[config.mk]
export PLATFORM = sky130hd
export DESIGN_NAME = vex_rdc_tree
export DESIGN_NICKNAME = d
export VERILOG_FILES = /design/src/rtl/cellrv32_package.sv /design/src/rtl/vex_rdc_alu.sv /design/src/rtl/vex_rdc_tree.sv
export SDC_FILE = /design/constraint.sdc
export NUM_CORES = 2
export LEC_CHECK = 0
export BUFFER_PORTS_ARGS = -buffer_cell sky130_fd_sc_hd__buf_2
export CAP_MARGIN = 20
export CORE_ASPECT_RATIO = 0.75
export CORE_UTILIZATION = 48
export CTS_CLUSTER_SIZE = 28
export DETAILED_ROUTE_END_ITERATION = 7
export PLACE_DENSITY = 0.66
export SETUP_SLACK_MARGIN = 0.4
export SKIP_CTS_REPAIR_TIMING = 1
export SLEW_MARGIN = 40
export SYNTH_ARGS = -nofsm -noshare
export SYNTH_HDL_FRONTEND = slang
export SYNTH_SLANG_ARGS = --single-unit
[constraint.sdc]
create_clock -name clk -period 15.6 [get_ports clk]
set_clock_uncertainty 0.2 [all_clocks]
set_input_delay 1.56 -clock clk [delete_from_list [all_inputs] [get_ports clk]]
set_output_delay 1.56 -clock clk [all_outputs]
set_load 0.03 [all_outputs]
[src/rtl/cellrv32_package.sv]
// Shared types and helpers for the vector reduction tree.
package cellrv32_package;

    localparam int unsigned RDC_OP_W   = 3;
    localparam int unsigned RDC_MAX_DW = 64;

    localparam logic [RDC_OP_W-1:0] RDC_OP_SUM  = 3'd0;
    localparam logic [RDC_OP_W-1:0] RDC_OP_AND  = 3'd1;
    localparam logic [RDC_OP_W-1:0] RDC_OP_OR   = 3'd2;
    localparam logic [RDC_OP_W-1:0] RDC_OP_XOR  = 3'd3;
    localparam logic [RDC_OP_W-1:0] RDC_OP_MINU = 3'd4;
    localparam logic [RDC_OP_W-1:0] RDC_OP_MIN  = 3'd5;
    localparam logic [RDC_OP_W-1:0] RDC_OP_MAXU = 3'd6;
    localparam logic [RDC_OP_W-1:0] RDC_OP_MAX  = 3'd7;

    typedef enum logic [RDC_OP_W-1:0] {
        RDC_SUM  = RDC_OP_SUM,
        RDC_AND  = RDC_OP_AND,
        RDC_OR   = RDC_OP_OR,
        RDC_XOR  = RDC_OP_XOR,
        RDC_MINU = RDC_OP_MINU,
        RDC_MIN  = RDC_OP_MIN,
        RDC_MAXU = RDC_OP_MAXU,
        RDC_MAX  = RDC_OP_MAX
    } rdc_op_e;

    // Identity element of op at width dw (dw <= RDC_MAX_DW), right-aligned.
    function automatic logic [RDC_MAX_DW-1:0] rdc_identity(input rdc_op_e op, input int unsigned dw);
        logic [RDC_MAX_DW-1:0] ones;
        ones = {RDC_MAX_DW{1'b1}} >> (RDC_MAX_DW - dw);
        case (op)
            RDC_AND, RDC_MINU: return ones;
            RDC_MIN:           return ones >> 1;
            RDC_MAX:           return RDC_MAX_DW'(1) << (dw - 1);
            default:           return '0;
        endcase
    endfunction

    // Offset of tree level k (k >= 1) inside the flat node register array.
    function automatic int unsigned rdc_lvl_off(input int unsigned lanes, input int unsigned k);
        return lanes - 2 * (lanes >> k);
    endfunction

endpackage

[src/rtl/vex_rdc_alu.sv]
// Two-operand combine for one reduction node or the accumulator.
module vex_rdc_alu
    import cellrv32_package::*;
#(
    parameter int unsigned DATA_WIDTH = 32
) (
    input  rdc_op_e               op_i,
    input  logic [DATA_WIDTH-1:0] a_i,
    input  logic [DATA_WIDTH-1:0] b_i,
    output logic [DATA_WIDTH-1:0] y_o
);

    always_comb begin
        y_o = a_i;
        unique case (op_i)
            RDC_SUM:  y_o = a_i + b_i;
            RDC_AND:  y_o = a_i & b_i;
            RDC_OR:   y_o = a_i | b_i;
            RDC_XOR:  y_o = a_i ^ b_i;
            RDC_MINU: y_o = (a_i < b_i) ? a_i : b_i;
            RDC_MIN:  y_o = ($signed(a_i) < $signed(b_i)) ? a_i : b_i;
            RDC_MAXU: y_o = (a_i > b_i) ? a_i : b_i;
            RDC_MAX:  y_o = ($signed(a_i) > $signed(b_i)) ? a_i : b_i;
        endcase
    end

endmodule

[src/rtl/vex_rdc_tree.sv]
// Pipelined masked vector reduction tree with cross-micro-op accumulator.
module vex_rdc_tree
    import cellrv32_package::*;
#(
    parameter int unsigned VECTOR_LANES     = 8,
    parameter int unsigned DATA_WIDTH       = 32,
    parameter int unsigned VECTOR_REGISTERS = 32
) (
    input  logic                                clk,
    input  logic                                rst,
    input  logic                                valid_i,
    output logic                                ready_o,
    input  logic [2:0]                          op_i,
    input  logic [VECTOR_LANES-1:0]             mask_i,
    input  logic [VECTOR_LANES*DATA_WIDTH-1:0]  data_i,
    input  logic [DATA_WIDTH-1:0]               seed_i,
    input  logic [$clog2(VECTOR_REGISTERS)-1:0] dst_i,
    input  logic                                head_uop_i,
    input  logic                                end_uop_i,
    output logic                                valid_o,
    input  logic                                ready_i,
    output logic [DATA_WIDTH-1:0]               result_o,
    output logic [$clog2(VECTOR_REGISTERS)-1:0] dst_o,
    output logic                                busy_o
);

    localparam int unsigned S     = $clog2(VECTOR_LANES);
    localparam int unsigned NODES = VECTOR_LANES - 1;
    localparam int unsigned DW    = DATA_WIDTH;
    localparam int unsigned DST_W = $clog2(VECTOR_REGISTERS);

    rdc_op_e         op_e;
    logic            hold;
    logic [DW-1:0]   lane_m [VECTOR_LANES];
    logic [DW-1:0]   ident;

    logic [DW-1:0]   node_d [NODES];
    logic [DW-1:0]   node_q [NODES];

    logic [S-1:0]    vld_q;
    logic [S-1:0]    head_q;
    logic [S-1:0]    end_q;
    rdc_op_e         op_q   [S];
    logic [DST_W-1:0] dst_q [S];
    logic [DW-1:0]   seed_q [S];

    logic [DW-1:0]   acc_q;
    logic [DW-1:0]   acc_d;
    logic [DW-1:0]   acc_a;
    logic            valid_q;
    logic [DW-1:0]   result_q;
    logic [DST_W-1:0] dst_o_q;

    assign op_e    = rdc_op_e'(op_i);
    assign hold    = valid_q & ~ready_i;
    assign ready_o = ~hold;
    assign busy_o  = (|vld_q) | valid_q;

    assign valid_o  = valid_q;
    assign result_o = result_q;
    assign dst_o    = dst_o_q;

    // Inactive lanes become the identity so they drop out of the fold.
    always_comb begin
        ident = DW'(rdc_identity(op_e, DW));
        for (int i = 0; i < VECTOR_LANES; i++) begin
            lane_m[i] = mask_i[i] ? data_i[i*DW +: DW] : ident;
        end
    end

    for (genvar k = 1; k <= S; k++) begin : g_lvl
        localparam int unsigned OFF = rdc_lvl_off(VECTOR_LANES, k);
        rdc_op_e lvl_op;

        if (k == 1) begin : g_op
            assign lvl_op = op_e;
        end else begin : g_op
            assign lvl_op = op_q[k-2];
        end

        for (genvar j = 0; j < (VECTOR_LANES >> k); j++) begin : g_node
            logic [DW-1:0] a;
            logic [DW-1:0] b;

            if (k == 1) begin : g_in
                assign a = lane_m[2*j];
                assign b = lane_m[2*j+1];
            end else begin : g_in
                localparam int unsigned POFF = rdc_lvl_off(VECTOR_LANES, k - 1);
                assign a = node_q[POFF + 2*j];
                assign b = node_q[POFF + 2*j + 1];
            end

            vex_rdc_alu #(.DATA_WIDTH(DW)) u_alu (
                .op_i (lvl_op),
                .a_i  (a),
                .b_i  (b),
                .y_o  (node_d[OFF + j])
            );
        end
    end

    always_ff @(posedge clk) begin
        if (!hold) begin
            node_q <= node_d;
        end
    end

    // Sideband travels in lockstep with the tree data; only valids reset.
    always_ff @(posedge clk) begin
        if (!hold) begin
            op_q[0]   <= op_e;
            dst_q[0]  <= dst_i;
            seed_q[0] <= seed_i;
            head_q[0] <= head_uop_i;
            end_q[0]  <= end_uop_i;
            for (int k = 1; k < S; k++) begin
                op_q[k]   <= op_q[k-1];
                dst_q[k]  <= dst_q[k-1];
                seed_q[k] <= seed_q[k-1];
                head_q[k] <= head_q[k-1];
                end_q[k]  <= end_q[k-1];
            end
        end
    end

    always_ff @(posedge clk) begin
        if (rst) begin
            vld_q <= '0;
        end else if (!hold) begin
            vld_q[0] <= valid_i;
            for (int k = 1; k < S; k++) begin
                vld_q[k] <= vld_q[k-1];
            end
        end
    end

    assign acc_a = head_q[S-1] ? seed_q[S-1] : acc_q;

    vex_rdc_alu #(.DATA_WIDTH(DW)) u_acc_alu (
        .op_i (op_q[S-1]),
        .a_i  (acc_a),
        .b_i  (node_q[NODES-1]),
        .y_o  (acc_d)
    );

    always_ff @(posedge clk) begin
        if (rst) begin
            acc_q    <= '0;
            valid_q  <= 1'b0;
            result_q <= '0;
            dst_o_q  <= '0;
        end else if (!hold) begin
            if (vld_q[S-1]) begin
                acc_q <= acc_d;
            end
            valid_q <= vld_q[S-1] & end_q[S-1];
            if (vld_q[S-1] && end_q[S-1]) begin
                result_q <= acc_d;
                dst_o_q  <= dst_q[S-1];
            end
        end
    end

endmodule

==> metrics <==
result of the run=finished clean; drt wl/cell=between 20 and 25 um; end point of the critical path=g_lvl[2].g_node[0].b[17]; global-route congestion overflow total=0; number of antenna violations at the first check in global routing=4; number of antenna-violating nets in the routed design=0; highest net fanout along the worst path=between 50 and 60; final cycle utilization of the critical path=0.494; synthesized net count=7,699; Least-Margin Pin Slew=0.952 ns; synthesis-to-finish area growth=7.96%; post-synth top area share=0.196; # H-tree levels=2; maximum clock path buffer count=3; start of the worst register-to-register path=head_q[2]; Chip Height=292 um; Site Rows=around 110; register area share after synthesis=0.223; PortBufs=approximately 350; Initial Utilization=0.488; first-pass GRT wire length=298,000 um; clock slew at reported path FFs=0.07 ns; cell repeated most along the worst path=sky130_fd_sc_hd__buf_4; number of global-route vias before repair=between 40,000 and 50,000; Max stage delay on crit path=between 0.6 and 0.7 ns; RSZ-0062 raised after global routing=no; CP startpoint kind=input port; areal power density over the cells=122 nW/um^2; maximum clock rate=about 130 MHz; leakage power of the design=27.1 nW; endpoint kind of the worst setup timing path=register; routability cong.=1.01; minimum clock period after layout=7.71 ns; Clock Tree Root=sky130_fd_sc_hd__clkbuf_16; R2R cell count=13; worst min-delay path class=register to register; largest net degree at the start of global routing=between 100 and 150; wire length reported by the detailed router=199,000 um; top-level port count=350; first-iteration detailed-routing DRC count=roughly 6,700; relative slew slack=0.363; cell area after technology mapping=between 50,000 and 60,000 sq um; half-perimeter wire length of the detailed placement result=between 100,000 and 150,000 um; overall die area=roughly 110,000 sq um; worst path arrival time=7.90 ns; x dimension of the die=388 um; final net count=7,723; number of enable flip-flop cells after synthesis=350; number of maximum-capacitance constraint violations=0; Area contributors post-synth=sky130_fd_sc_hd__edfxtp_1, sky130_fd_sc_hd__ha_1, sky130_fd_sc_hd__a21oi_1; post-synthesis sequential element count=between 400 and 500; cell chain of the critical path=buf_4, inv_2, buf_6, o21ai_1, buf_4, mux2_2, ha_1, or4_1, nor4b_1, nand2_1, or2_1, a22oi_2, o2bb2ai_2, a21oi_2, buf_4, o22ai_1, a211o_1; final hold viol count=0; Data required, critical path=around 16 ns; Post-Synthesis Cells=~6,600; Num CTS Buffers=49; RR Endpoint=acc_q[23]; All-Layer GR Usage=0.337; worst setup path category=input port to register; slowest stage cell, crit path=sky130_fd_sc_hd__or4_1; routed via count divided by cell count=around 6.4; register-to-register setup slack=just under 10 ns; setup total negative slack=0 ns; YS warnings=0; count of final setup violators=0; Finished Layout Cells=just over 8,000; placed cells=roughly 8,000; top_reg_cell synth=sky130_fd_sc_hd__edfxtp_1; clock tree from TritonCTS=yes; Core Region=about 110,000 sq um; total vias in the final route=~52,000; Worst VDD drop=113 uV; share of flip-flops with an asynchronous set or reset after synthesis=0; max-slew violations=0; clock insertion delay at the later pin of the skew report=between 0.6 and 0.7 ns; Netlist cell types=about 110; fraction of layout instances using a drive strength above 1=0.106; most instantiated cells after synthesis=sky130_fd_sc_hd__ha_1, sky130_fd_sc_hd__inv_1, sky130_fd_sc_hd__a21oi_1; startpoint of the most critical setup path=op_i[0]; length of the first detailed-routing pass in iterations=6; TritonCTS Sinks=~420; library cell with the highest instance count after synthesis=sky130_fd_sc_hd__ha_1; DRC violations left=0; cell type with the highest aggregate area in the netlist=sky130_fd_sc_hd__edfxtp_1; post-synthesis area per instance=between 8 and 9 sq um
## logic make-up (layout without fill, tap and decap cells)
group,after synthesis,after routing,synth area share
buf+inv,1162,1227,0.0831
mux,378,378,0.0813
xor+xnor,162,162,0.0268
compound gates,2274,2274,0.279
fa+ha+maj,777,777,0.182
simple gates,1436,1436,0.125
other cells,0,1,0
flops,423,423,0.223
## critical path, delay by kind of cell
kind | cells | cell delay, ns
and+or+nand+nor | 4 | 1.59
adders and majority gates | 1 | 0.44
muxes | 1 | 0.30
AOI/OAI and AO/OA | 6 | 2.00
buffers and inverters | 5 | 1.87
## sequential cells by signal (all words and copies together) (netlist names)
name	cells
head_q	3
g_lvl.g_node.b	96
end_q	3
dst_o	5
result_o	32
valid_o	1
vld_q	3
dst_q	15
node_q	32
g_lvl.g_node.a	96
seed_q	96
acc_q	32
op_q	9
## power breakdown
group	total, mW	internal [mW]	switching [mW]
logic	4.06	1.56	2.50
clock network	1.21	0.657	0.556
registers	1.83	1.50	0.329
total	7.10	3.72	3.38
## through the flow
stage	worst slack (ns)	area, sq um	utilization	hold slack (ns)	power (mW)
2_1_floorplan	0.881	53700	-	0.200	4.64
3_3_place_gp	7.03	56100	0.510	0.202	5.69
5_1_grt	7.71	58000	0.527	0.223	7.55
3_5_place_dp	7.07	56200	0.511	0.205	5.76
6_report	7.89	58000	0.527	0.215	7.10
4_1_cts	7.79	57900	0.526	0.216	7.01
## placed cells by master, fill, tap and decap left out, drive strengths merged, types with 24 or more instances in the layout
| cell type | n |
|---|---|
| or4 | 26 |
| o21ai | 393 |
| ha | 769 |
| nor2 | 476 |
| a211oi | 116 |
| dfxtp | 73 |
| a31oi | 62 |
| o22a | 54 |
| or3 | 24 |
| nor2b | 73 |
| mux4 | 38 |
| o211ai | 94 |
| o21a | 45 |
| nor3 | 88 |
| mux2 | 66 |
| o221ai | 66 |
| inv | 708 |
| nand2 | 414 |
| a221oi | 86 |
| clkbuf | 60 |
| a22oi | 41 |
| and3 | 27 |
| xnor2 | 102 |
| o311ai | 25 |
| buf | 432 |
| o31ai | 25 |
| o22ai | 80 |
| mux2i | 274 |
| a21o | 229 |
| o21bai | 52 |
| xor2 | 60 |
| edfxtp | 350 |
| nand4 | 29 |
| nand2b | 61 |
| nor4 | 53 |
| a21oi | 690 |
| nand3 | 82 |
## how the worst min path moves through the flow
stage,start,to,cells after the start
final,seed_q[0][35],seed_q[0][67],0
after CTS,seed_q[0][11],seed_q[0][43],0
after detailed placement,dst_q[0][0],dst_q[1][0],0
after global routing,seed_q[0][56],seed_q[0][88],0
after global placement,dst_q[1][3],dst_q[2][3],0
after floorplan,dst_q[0][0],dst_q[1][0],0
## cell type report
class	instances	area, sq um
Multi-Input combinational cell	5027	37400
Inverter	703	2640
Timing Repair Buffer	432	2500
Sequential cell	423	12000
Tap cell	1444	1810
Fill cell	10300	52100
Clock buffer	60	1300
Antenna cell	1	2.50
Clock inverter	32	340
## metal layers
| metal | track usage | part of all wire | up-vias |
|---|---|---|---|
| met3 | 0.0553 | 0.11 | 387 |
| met1 | 0.505 | 0.45 | 24900 |
| met4 | 0.121 | 0.040 | 0 |
| met2 | 0.480 | 0.41 | 2832 |
| li1 | - | - | 24000 |
| met5 | 0 | 0 | - |
(Power assumes the default switching activity.)
